==> src/rtl/cpu_control_sequencer.sv <==
// Hardwired Moore control sequencer for the single-bus 32-bit CPU datapath (fetch/decode/execute).
// Optional macro INSTR_COUNT_EN enables the retired-instruction counter on instr_count.
module cpu_control_sequencer #(
   parameter int MEM_WAIT   = 1,
   parameter int DIV_CYCLES = 1
) (
   input  logic        clock,
   input  logic        clear,
   input  logic [31:0] IR,
   input  logic        CON_FF,
   input  logic        stop,
   output logic        PCout,
   output logic        ZLowout,
   output logic        ZHighout,
   output logic        MDRout,
   output logic        HIout,
   output logic        LOout,
   output logic        Cout,
   output logic        InPortout,
   output logic        MAR_enable,
   output logic        MDR_enable,
   output logic        IR_enable,
   output logic        Y_enable,
   output logic        PC_enable,
   output logic        Z_low_enable,
   output logic        Z_high_enable,
   output logic        HI_enable,
   output logic        LO_enable,
   output logic        OutPort_enable,
   output logic        IncPC,
   output logic        Read,
   output logic        Write,
   output logic        CON_in,
   output logic        GRA,
   output logic        GRB,
   output logic        GRC,
   output logic        Rin,
   output logic        Rout,
   output logic        BAout,
   output logic [4:0]  operation,
   output logic        run,
   output logic        illegal,
   output logic [31:0] instr_count
);

   typedef enum logic [3:0] {
      S_RST, S_T0, S_T1, S_T2, S_T3, S_T4, S_T5, S_T6, S_T7, S_PAUSE, S_HALT
   } state_t;

   typedef struct packed {
      logic       pcOut;
      logic       zLowOut;
      logic       zHighOut;
      logic       mdrOut;
      logic       hiOut;
      logic       loOut;
      logic       cOut;
      logic       inPortOut;
      logic       marEn;
      logic       mdrEn;
      logic       irEn;
      logic       yEn;
      logic       pcEn;
      logic       zLowEn;
      logic       zHighEn;
      logic       hiEn;
      logic       loEn;
      logic       outPortEn;
      logic       incPc;
      logic       read;
      logic       write;
      logic       conIn;
      logic       gra;
      logic       grb;
      logic       grc;
      logic       rIn;
      logic       rOut;
      logic       baOut;
      logic       run;
      logic       illegal;
      logic [4:0] operation;
   } ctl_t;

   localparam logic [4:0] OP_LD   = 5'b00000;
   localparam logic [4:0] OP_LDI  = 5'b00001;
   localparam logic [4:0] OP_ST   = 5'b00010;
   localparam logic [4:0] OP_ADD  = 5'b00011;
   localparam logic [4:0] OP_SHL  = 5'b01011;
   localparam logic [4:0] OP_ADDI = 5'b01100;
   localparam logic [4:0] OP_ORI  = 5'b01110;
   localparam logic [4:0] OP_MUL  = 5'b01111;
   localparam logic [4:0] OP_DIV  = 5'b10000;
   localparam logic [4:0] OP_NEG  = 5'b10001;
   localparam logic [4:0] OP_NOT  = 5'b10010;
   localparam logic [4:0] OP_BR   = 5'b10011;
   localparam logic [4:0] OP_JR   = 5'b10100;
   localparam logic [4:0] OP_IN   = 5'b10110;
   localparam logic [4:0] OP_OUT  = 5'b10111;
   localparam logic [4:0] OP_MFHI = 5'b11000;
   localparam logic [4:0] OP_MFLO = 5'b11001;
   localparam logic [4:0] OP_NOP  = 5'b11010;
   localparam logic [4:0] OP_HALT = 5'b11011;

   localparam logic [4:0] MEM_LOAD = 5'(MEM_WAIT - 1);
   localparam logic [4:0] DIV_LOAD = 5'(DIV_CYCLES - 1);

   state_t      r_state;
   logic [4:0]  r_opcode;
   logic [4:0]  r_waitCnt;
   ctl_t        r_ctl;
   state_t      w_next;
   logic [4:0]  w_nextOp;
   logic        w_retire;
   logic        w_unusedIr;

   assign w_unusedIr = ^IR[26:0];

   function automatic logic isAlu3(input logic [4:0] op);
      return (op >= OP_ADD) && (op <= OP_SHL);
   endfunction

   function automatic logic isImm(input logic [4:0] op);
      return (op >= OP_ADDI) && (op <= OP_ORI);
   endfunction

   function automatic logic isMulDiv(input logic [4:0] op);
      return (op == OP_MUL) || (op == OP_DIV);
   endfunction

   function automatic logic isNegNot(input logic [4:0] op);
      return (op == OP_NEG) || (op == OP_NOT);
   endfunction

   function automatic logic isMem(input logic [4:0] op);
      return (op == OP_LD) || (op == OP_LDI) || (op == OP_ST);
   endfunction

   // Final execute step of each instruction class; anything unlisted (single-step or undefined) ends in T3.
   function automatic state_t lastStep(input logic [4:0] op);
      if (isAlu3(op) || isImm(op) || op == OP_LDI) return S_T5;
      if (isNegNot(op))                             return S_T4;
      if (isMulDiv(op) || op == OP_BR)              return S_T6;
      if (op == OP_LD || op == OP_ST)               return S_T7;
      return S_T3;
   endfunction

   // Extra cycles a state is held for, loaded into the wait counter on entry.
   function automatic logic [4:0] holdLoad(input state_t s, input logic [4:0] op);
      if (s == S_T1)                    return MEM_LOAD;
      if (s == S_T4 && isMulDiv(op))    return DIV_LOAD;
      if (s == S_T6 && op == OP_LD)     return MEM_LOAD;
      return 5'd0;
   endfunction

   function automatic ctl_t decodeState(input state_t s, input logic [4:0] op, input logic con);
      ctl_t c;
      c = '0;
      c.run = (s != S_RST) && (s != S_PAUSE) && (s != S_HALT);
      case (s)
         S_T0: begin c.pcOut = 1'b1; c.marEn = 1'b1; c.incPc = 1'b1; end
         S_T1: begin c.read = 1'b1; c.mdrEn = 1'b1; end
         S_T2: begin c.mdrOut = 1'b1; c.irEn = 1'b1; end
         S_T3: begin
            if (isAlu3(op) || isImm(op)) begin
               c.grb = 1'b1; c.rOut = 1'b1; c.yEn = 1'b1;
            end else if (isNegNot(op)) begin
               c.grb = 1'b1; c.rOut = 1'b1; c.operation = op; c.zLowEn = 1'b1;
            end else if (isMulDiv(op)) begin
               c.gra = 1'b1; c.rOut = 1'b1; c.yEn = 1'b1;
            end else if (isMem(op)) begin
               c.grb = 1'b1; c.baOut = 1'b1; c.yEn = 1'b1;
            end else begin
               case (op)
                  OP_BR:   begin c.gra = 1'b1; c.rOut = 1'b1; c.conIn = 1'b1; end
                  OP_JR:   begin c.gra = 1'b1; c.rOut = 1'b1; c.pcEn = 1'b1; end
                  OP_IN:   begin c.inPortOut = 1'b1; c.gra = 1'b1; c.rIn = 1'b1; end
                  OP_OUT:  begin c.gra = 1'b1; c.rOut = 1'b1; c.outPortEn = 1'b1; end
                  OP_MFHI: begin c.hiOut = 1'b1; c.gra = 1'b1; c.rIn = 1'b1; end
                  OP_MFLO: begin c.loOut = 1'b1; c.gra = 1'b1; c.rIn = 1'b1; end
                  default: c.illegal = 1'b1;
               endcase
            end
         end
         S_T4: begin
            if (isAlu3(op)) begin
               c.grc = 1'b1; c.rOut = 1'b1; c.operation = op; c.zLowEn = 1'b1;
            end else if (isImm(op)) begin
               c.cOut = 1'b1; c.operation = op; c.zLowEn = 1'b1;
            end else if (isNegNot(op)) begin
               c.zLowOut = 1'b1; c.gra = 1'b1; c.rIn = 1'b1;
            end else if (isMulDiv(op)) begin
               c.grb = 1'b1; c.rOut = 1'b1; c.operation = op; c.zLowEn = 1'b1; c.zHighEn = 1'b1;
            end else if (isMem(op)) begin
               c.cOut = 1'b1; c.operation = OP_ADD; c.zLowEn = 1'b1;
            end else if (op == OP_BR) begin
               c.pcOut = 1'b1; c.yEn = 1'b1;
            end
         end
         S_T5: begin
            if (isAlu3(op) || isImm(op) || op == OP_LDI) begin
               c.zLowOut = 1'b1; c.gra = 1'b1; c.rIn = 1'b1;
            end else if (isMulDiv(op)) begin
               c.zLowOut = 1'b1; c.loEn = 1'b1;
            end else if (op == OP_LD || op == OP_ST) begin
               c.zLowOut = 1'b1; c.marEn = 1'b1;
            end else if (op == OP_BR) begin
               c.cOut = 1'b1; c.operation = OP_ADD; c.zLowEn = 1'b1;
            end
         end
         S_T6: begin
            if (isMulDiv(op)) begin
               c.zHighOut = 1'b1; c.hiEn = 1'b1;
            end else if (op == OP_LD) begin
               c.read = 1'b1; c.mdrEn = 1'b1;
            end else if (op == OP_ST) begin
               c.gra = 1'b1; c.rOut = 1'b1; c.mdrEn = 1'b1;
            end else if (op == OP_BR) begin
               c.zLowOut = 1'b1; c.pcEn = con;
            end
         end
         S_T7: begin
            if (op == OP_LD) begin
               c.mdrOut = 1'b1; c.gra = 1'b1; c.rIn = 1'b1;
            end else if (op == OP_ST) begin
               c.write = 1'b1;
            end
         end
         default: c.run = 1'b0;
      endcase
      return c;
   endfunction

   // Next-state selection; the opcode is taken from IR on the T2 exit edge and held for execute.
   always_comb begin
      w_next   = r_state;
      w_nextOp = r_opcode;
      w_retire = 1'b0;
      case (r_state)
         S_RST, S_PAUSE: w_next = stop ? S_PAUSE : S_T0;
         S_T0:           w_next = S_T1;
         S_T1:           w_next = (r_waitCnt != 5'd0) ? S_T1 : S_T2;
         S_T2: begin
            w_nextOp = IR[31:27];
            if (IR[31:27] == OP_NOP) begin
               w_retire = 1'b1;
               w_next   = stop ? S_PAUSE : S_T0;
            end else if (IR[31:27] == OP_HALT) begin
               w_next = S_HALT;
            end else begin
               w_next = S_T3;
            end
         end
         S_HALT:         w_next = S_HALT;
         default: begin
            if (r_waitCnt != 5'd0) begin
               w_next = r_state;
            end else if (r_state == lastStep(r_opcode)) begin
               w_retire = 1'b1;
               w_next   = stop ? S_PAUSE : S_T0;
            end else begin
               w_next = state_t'(r_state + 4'd1);
            end
         end
      endcase
   end

   // State, hold counter and registered control word; clear aborts whatever is in flight.
   always_ff @(posedge clock) begin
      if (clear) begin
         r_state   <= S_RST;
         r_opcode  <= 5'd0;
         r_waitCnt <= 5'd0;
         r_ctl     <= '0;
      end else begin
         r_state  <= w_next;
         r_opcode <= w_nextOp;
         if (w_next != r_state)
            r_waitCnt <= holdLoad(w_next, w_nextOp);
         else if (r_waitCnt != 5'd0)
            r_waitCnt <= r_waitCnt - 5'd1;
         r_ctl <= decodeState(w_next, w_nextOp, CON_FF);
      end
   end

   assign PCout          = r_ctl.pcOut;
   assign ZLowout        = r_ctl.zLowOut;
   assign ZHighout       = r_ctl.zHighOut;
   assign MDRout         = r_ctl.mdrOut;
   assign HIout          = r_ctl.hiOut;
   assign LOout          = r_ctl.loOut;
   assign Cout           = r_ctl.cOut;
   assign InPortout      = r_ctl.inPortOut;
   assign MAR_enable     = r_ctl.marEn;
   assign MDR_enable     = r_ctl.mdrEn;
   assign IR_enable      = r_ctl.irEn;
   assign Y_enable       = r_ctl.yEn;
   assign PC_enable      = r_ctl.pcEn;
   assign Z_low_enable   = r_ctl.zLowEn;
   assign Z_high_enable  = r_ctl.zHighEn;
   assign HI_enable      = r_ctl.hiEn;
   assign LO_enable      = r_ctl.loEn;
   assign OutPort_enable = r_ctl.outPortEn;
   assign IncPC          = r_ctl.incPc;
   assign Read           = r_ctl.read;
   assign Write          = r_ctl.write;
   assign CON_in         = r_ctl.conIn;
   assign GRA            = r_ctl.gra;
   assign GRB            = r_ctl.grb;
   assign GRC            = r_ctl.grc;
   assign Rin            = r_ctl.rIn;
   assign Rout           = r_ctl.rOut;
   assign BAout          = r_ctl.baOut;
   assign operation      = r_ctl.operation;
   assign run            = r_ctl.run;
   assign illegal        = r_ctl.illegal;

`ifdef INSTR_COUNT_EN
   logic [31:0] r_instrCount;

   // Counts instructions that complete their execute phase; halt never completes one.
   always_ff @(posedge clock) begin
      if (clear)
         r_instrCount <= 32'd0;
      else if (w_retire)
         r_instrCount <= r_instrCount + 32'd1;
   end

   assign instr_count = r_instrCount;
`else
   logic w_unusedRetire;

   assign w_unusedRetire = w_retire;
   assign instr_count    = 32'd0;
`endif

endmodule

==> config.mk <==
export PLATFORM = sky130hd
export DESIGN_NAME = cpu_control_sequencer
export DESIGN_NICKNAME = d
export VERILOG_FILES = /design/src/rtl/cpu_control_sequencer.sv
export SDC_FILE = /design/constraint.sdc
export NUM_CORES = 1
export LEC_CHECK = 0
export CAP_MARGIN = 10
export CORE_MARGIN = 2
export CORE_UTILIZATION = 46
export CTS_BUF_LIST = sky130_fd_sc_hd__clkbuf_16
export CTS_CLUSTER_DIAMETER = 200
export CTS_CLUSTER_SIZE = 24
export DETAILED_ROUTE_END_ITERATION = 7
export GPL_TIMING_DRIVEN = 1
export PLACE_DENSITY = 0.83
export SLEW_MARGIN = 20
export SYNTH_ARGS = -nofsm -noshare
export SYNTH_HDL_FRONTEND = slang
export SYNTH_SLANG_ARGS = --single-unit
==> constraint.sdc <==
create_clock -name clock -period 4 [get_ports clock]
set_clock_uncertainty 0.1 [all_clocks]
set_input_delay 0.6 -clock clock [delete_from_list [all_inputs] [get_ports clock]]
set_output_delay 0.6 -clock clock [all_outputs]
set_load 0.1 [all_outputs]
==> results, run 1 <==
- The flow ran to the end, and the final reports show no timing, DRC or antenna violations.
- The die area is 7040 sq um.
- The final clock period utilization by the worst path is 89.5%.
- The max-slew violation count came to 0.
- The tree built by TritonCTS fans out to 48 sinks.
- The count of state elements after synthesis is 48.
- The share of synthesized area in the top cell type comes to 32.7%.
- The relative area change from synthesis to final layout is 19.8%.
- Pin placement for this block handled 103 I/O pins.
- The total standard cell area after synthesis is 2940 sq um.
- Summed over all failing endpoints, the final setup total negative slack is 0 ps.
- Summed over all layers, the global routing overflow is 0.
- In the routed layout, each cell is associated on average with a via count of 5.68.
- The number of gates given a new drive strength after cts is 0.
- The post-route antenna net violation count is 0.
- Global routing used 19.8% of the available tracks.
- For this run, the leading register cell type out of synthesis is dfxtp_1.
- The proportion of layout cells with a drive suffix above 1 is 11.6%.
- The power per unit of standard cell area is 738 nW/um^2.
- After synthesis, the most frequently instantiated cells are dfxtp_1 (48), nor2_1 (42), nand2_1 (37).
- The actual transition at the worst max-transition pin is 983 ps.
- The first global-routing pass estimated 11500 um of wire.
- The final net count is 438.
- The count of TritonRoute iterations in the first routing pass is 5.
- Including well taps, the total number of placed cells is 467.
- The data required time of the worst path is 4080 ps.
- The library cell occupying the most area in the post-synthesis netlist is dfxtp_1.
- Clock tree synthesis selected as its root buffer the cell clkbuf_16.
- Routability-driven placement finished with a final weighted congestion of 0.981.
- In this run the core area contains 29 standard-cell rows.
- The HPWL after detailed placement is 5160 um.
- The number of different library cells used by synthesis comes to 72.
- The core region is 6280 sq um.
- The level count of the clock H-tree is 2.
- The clock tree from TritonCTS is done.
- Summing the sequential cell areas from Yosys gives 32.7% of the chip area.
- The sequential cell area is 961 sq um.
- After detailed routing, the average wire length per cell comes to 14.8 um.
- dfxtp_1 is the most common cell in the netlist.
- The startpoint identified for the worst register-to-register timing path is r_state[1].
- The cell count after synthesis is 354.
- Setup repair after global routing left no endpoint under its margin.
- In this run the most critical hold path is launched from r_waitCnt[4].
- The via count of the first global-routing pass is 2420.
- The synthesized design contains 0 enable-type register cells.
- For this design the static power due to leakage is 1.29 nW.
- The average instance in the mapped netlist occupies 8.30 sq um.
- The worst hold slack is 358 ps.
- The area used by multi-input combinational logic is 1730 sq um.
- The most critical setup path has its startpoint at r_state[1].
- The share of synthesized flip-flops with an asynchronous set or reset is 0%.
- The achievable frequency is 0.279 GHz.
- Buffers inserted during clock tree synthesis total 5.
- The number of DRC markers after the initial detailed-route iteration is 258.
- The maximum buffer depth of the clock tree is 2.
- For this configuration, the core starts out at a cell density of 46.8%.
- After layout, the minimum clock period comes to 3580 ps.
- The fill cell total of the finished layout is 556.
- The count of buffers added on input and output ports is 43.
- The worst hold path belongs to the class register to register.
- The number of cells in the finished layout apart from fillers is 475.
- From left edge to right edge, the die measures 83.9 um.
- The count of hold buffers inserted by post-cts repair is 0.
- Data on the critical path arrives at its endpoint at 3660 ps.
- The maximum VDD drop is 0.000760 V.
- The worst setup path is captured at a register.
- In the routed design, unresolved DRC markers number 0.
- The critical-path maximum fanout is 9.
- Max-cap violations in this run came to 0.
- Entering global routing, the biggest net connects 20 pins.
- The die height is 83.9 um.
- The number of antenna violations at the first check in global routing came to 0.
- The detailed-route wire length is 7040 um.
- By area the synthesized netlist is led by dfxtp_1 (33%), buf_4 (8.4%), nor2_1 (5.4%).
- The post-CTS clock slew at the launch and capture registers of the worst setup and hold paths is 70 ps.
- Setup violations remaining at the end of the flow were counted as 0.
- The total inserted antenna cells is 0.
- The headroom to the max-slew limit is 34.3%.
- The via count is 2697.
- The insertion delay to the later sink of the worst-skew pair is 290 ps.
- The critical path is of the register to register type.
- The number of buffers inserted to repair setup after CTS is 0.
- The type of origin of the critical path is a register.
- The final count of hold timing violations is 0.
- During synthesis, Yosys emitted a total of 0 warnings.
- The final core area utilization is 56.1%.
[cells by family (layout without fill, tap and decap cells)]
logic type / count (synthesis) / in the layout / share of synthesized area, %
DFF: 48 / 48 / 32.7
adders and majority gates: 5 / 5 / 2.13
AOI/OAI and AO/OA: 79 / 79 / 21.2
and+or+nand+nor: 146 / 146 / 26.2
xor gates and xnor gates: 8 / 8 / 2.39
other: 1 / 32 / 0.128
muxes: 8 / 8 / 2.94
buffers and inverters: 59 / 72 / 12.4
[layout make-up]
type	count	share of cell area, %
multi-input cells	278	49.1
flip-flops and latches	48	27.3
repair buffers	51	13.9
clock buffers	5	3.55
well taps	77	2.74
clock inverters	3	1.96
inverters	13	1.39
[where the power goes]
group | leakage, nW | switching (W) | internal (W)
logic | 0.812 | 0.00103 | 0.000433
clock network | 0.0944 | 0.000183 | 0.000360
registers | 0.389 | 0.0000622 | 0.000528
total | 1.29 | 0.00128 | 0.00132
[worst max-delay path: stages (launching register included)]
cell	delay, ps
dfxtp_1	540
inv_1	190
ha_1	290
nand2b_1	170
a2111oi_0	470
o21ai_0	190
a41oi_1	260
a211o_1	310
nand2b_4	140
nor2_4	220
o2111ai_2	250
nor4_1	330
[layout by cell type (no fill, tap or decap), types with 3 or more instances in the layout]
cell type,n
dfxtp_1,48
clkdlybuf4s50_1,43
nor2_1,42
nand2_1,37
conb_1,32
a21oi_1,20
nor3_1,15
inv_1,12
o21ai_0,12
nand3_1,8
buf_4,8
xnor2_1,7
a31oi_1,7
nand2b_1,6
nor4_1,6
mux2i_1,5
ha_1,5
clkbuf_16,5
or3_1,4
o31ai_1,4
nand4_1,3
nor2b_1,3
a22oi_1,3
[metal layers]
layer	vias to the layer above	share of wire [%]	GRT usage, %
met5	-	0	0
met4	0	1.2	4.84
met3	11	7.9	3.86
met2	137	47	32.4
met1	1264	44	26.8
li1	1285	-	-
[flip-flops by register name, summed over array words and instances, names as in the netlist, 4 cells and up]
| register | count |
|---|---|
| r_state | 4 |
| r_waitCnt | 5 |
| operation | 5 |
| r_opcode | 5 |
[per-stage QoR]
step	instance area, sq um	total power [W]	setup WS, ps
finish	3520	0.00260	422
global route	3520	0.00272	41.1
CTS	3520	0.00259	502
detailed placement	3330	0.00203	576
global placement	3330	0.00200	694
floorplan	3050	0.00179	1170
[path summary, 6_finish.rpt]
kind                                endpoint  slack [ps]  depth (start not counted)
worst min-delay path            r_waitCnt[4]         360                          2
worst max-delay path                   LOout         420                         11
worst max register to register         LOout         420                         11
worst min register to register  r_waitCnt[4]         360                          2
Power figures use the tool's default switching activity.
==> run 2, diff against run 1 <==
--- a/config.mk
+++ b/config.mk
@@ -18,3 +18,4 @@
 export SYNTH_ARGS = -nofsm -noshare
 export SYNTH_HDL_FRONTEND = slang
 export SYNTH_SLANG_ARGS = --single-unit
+export TNS_END_PERCENT = 100
==> results of run 2 <==
Same layout as run 1: the final DEF is identical, and so are final timing and power.
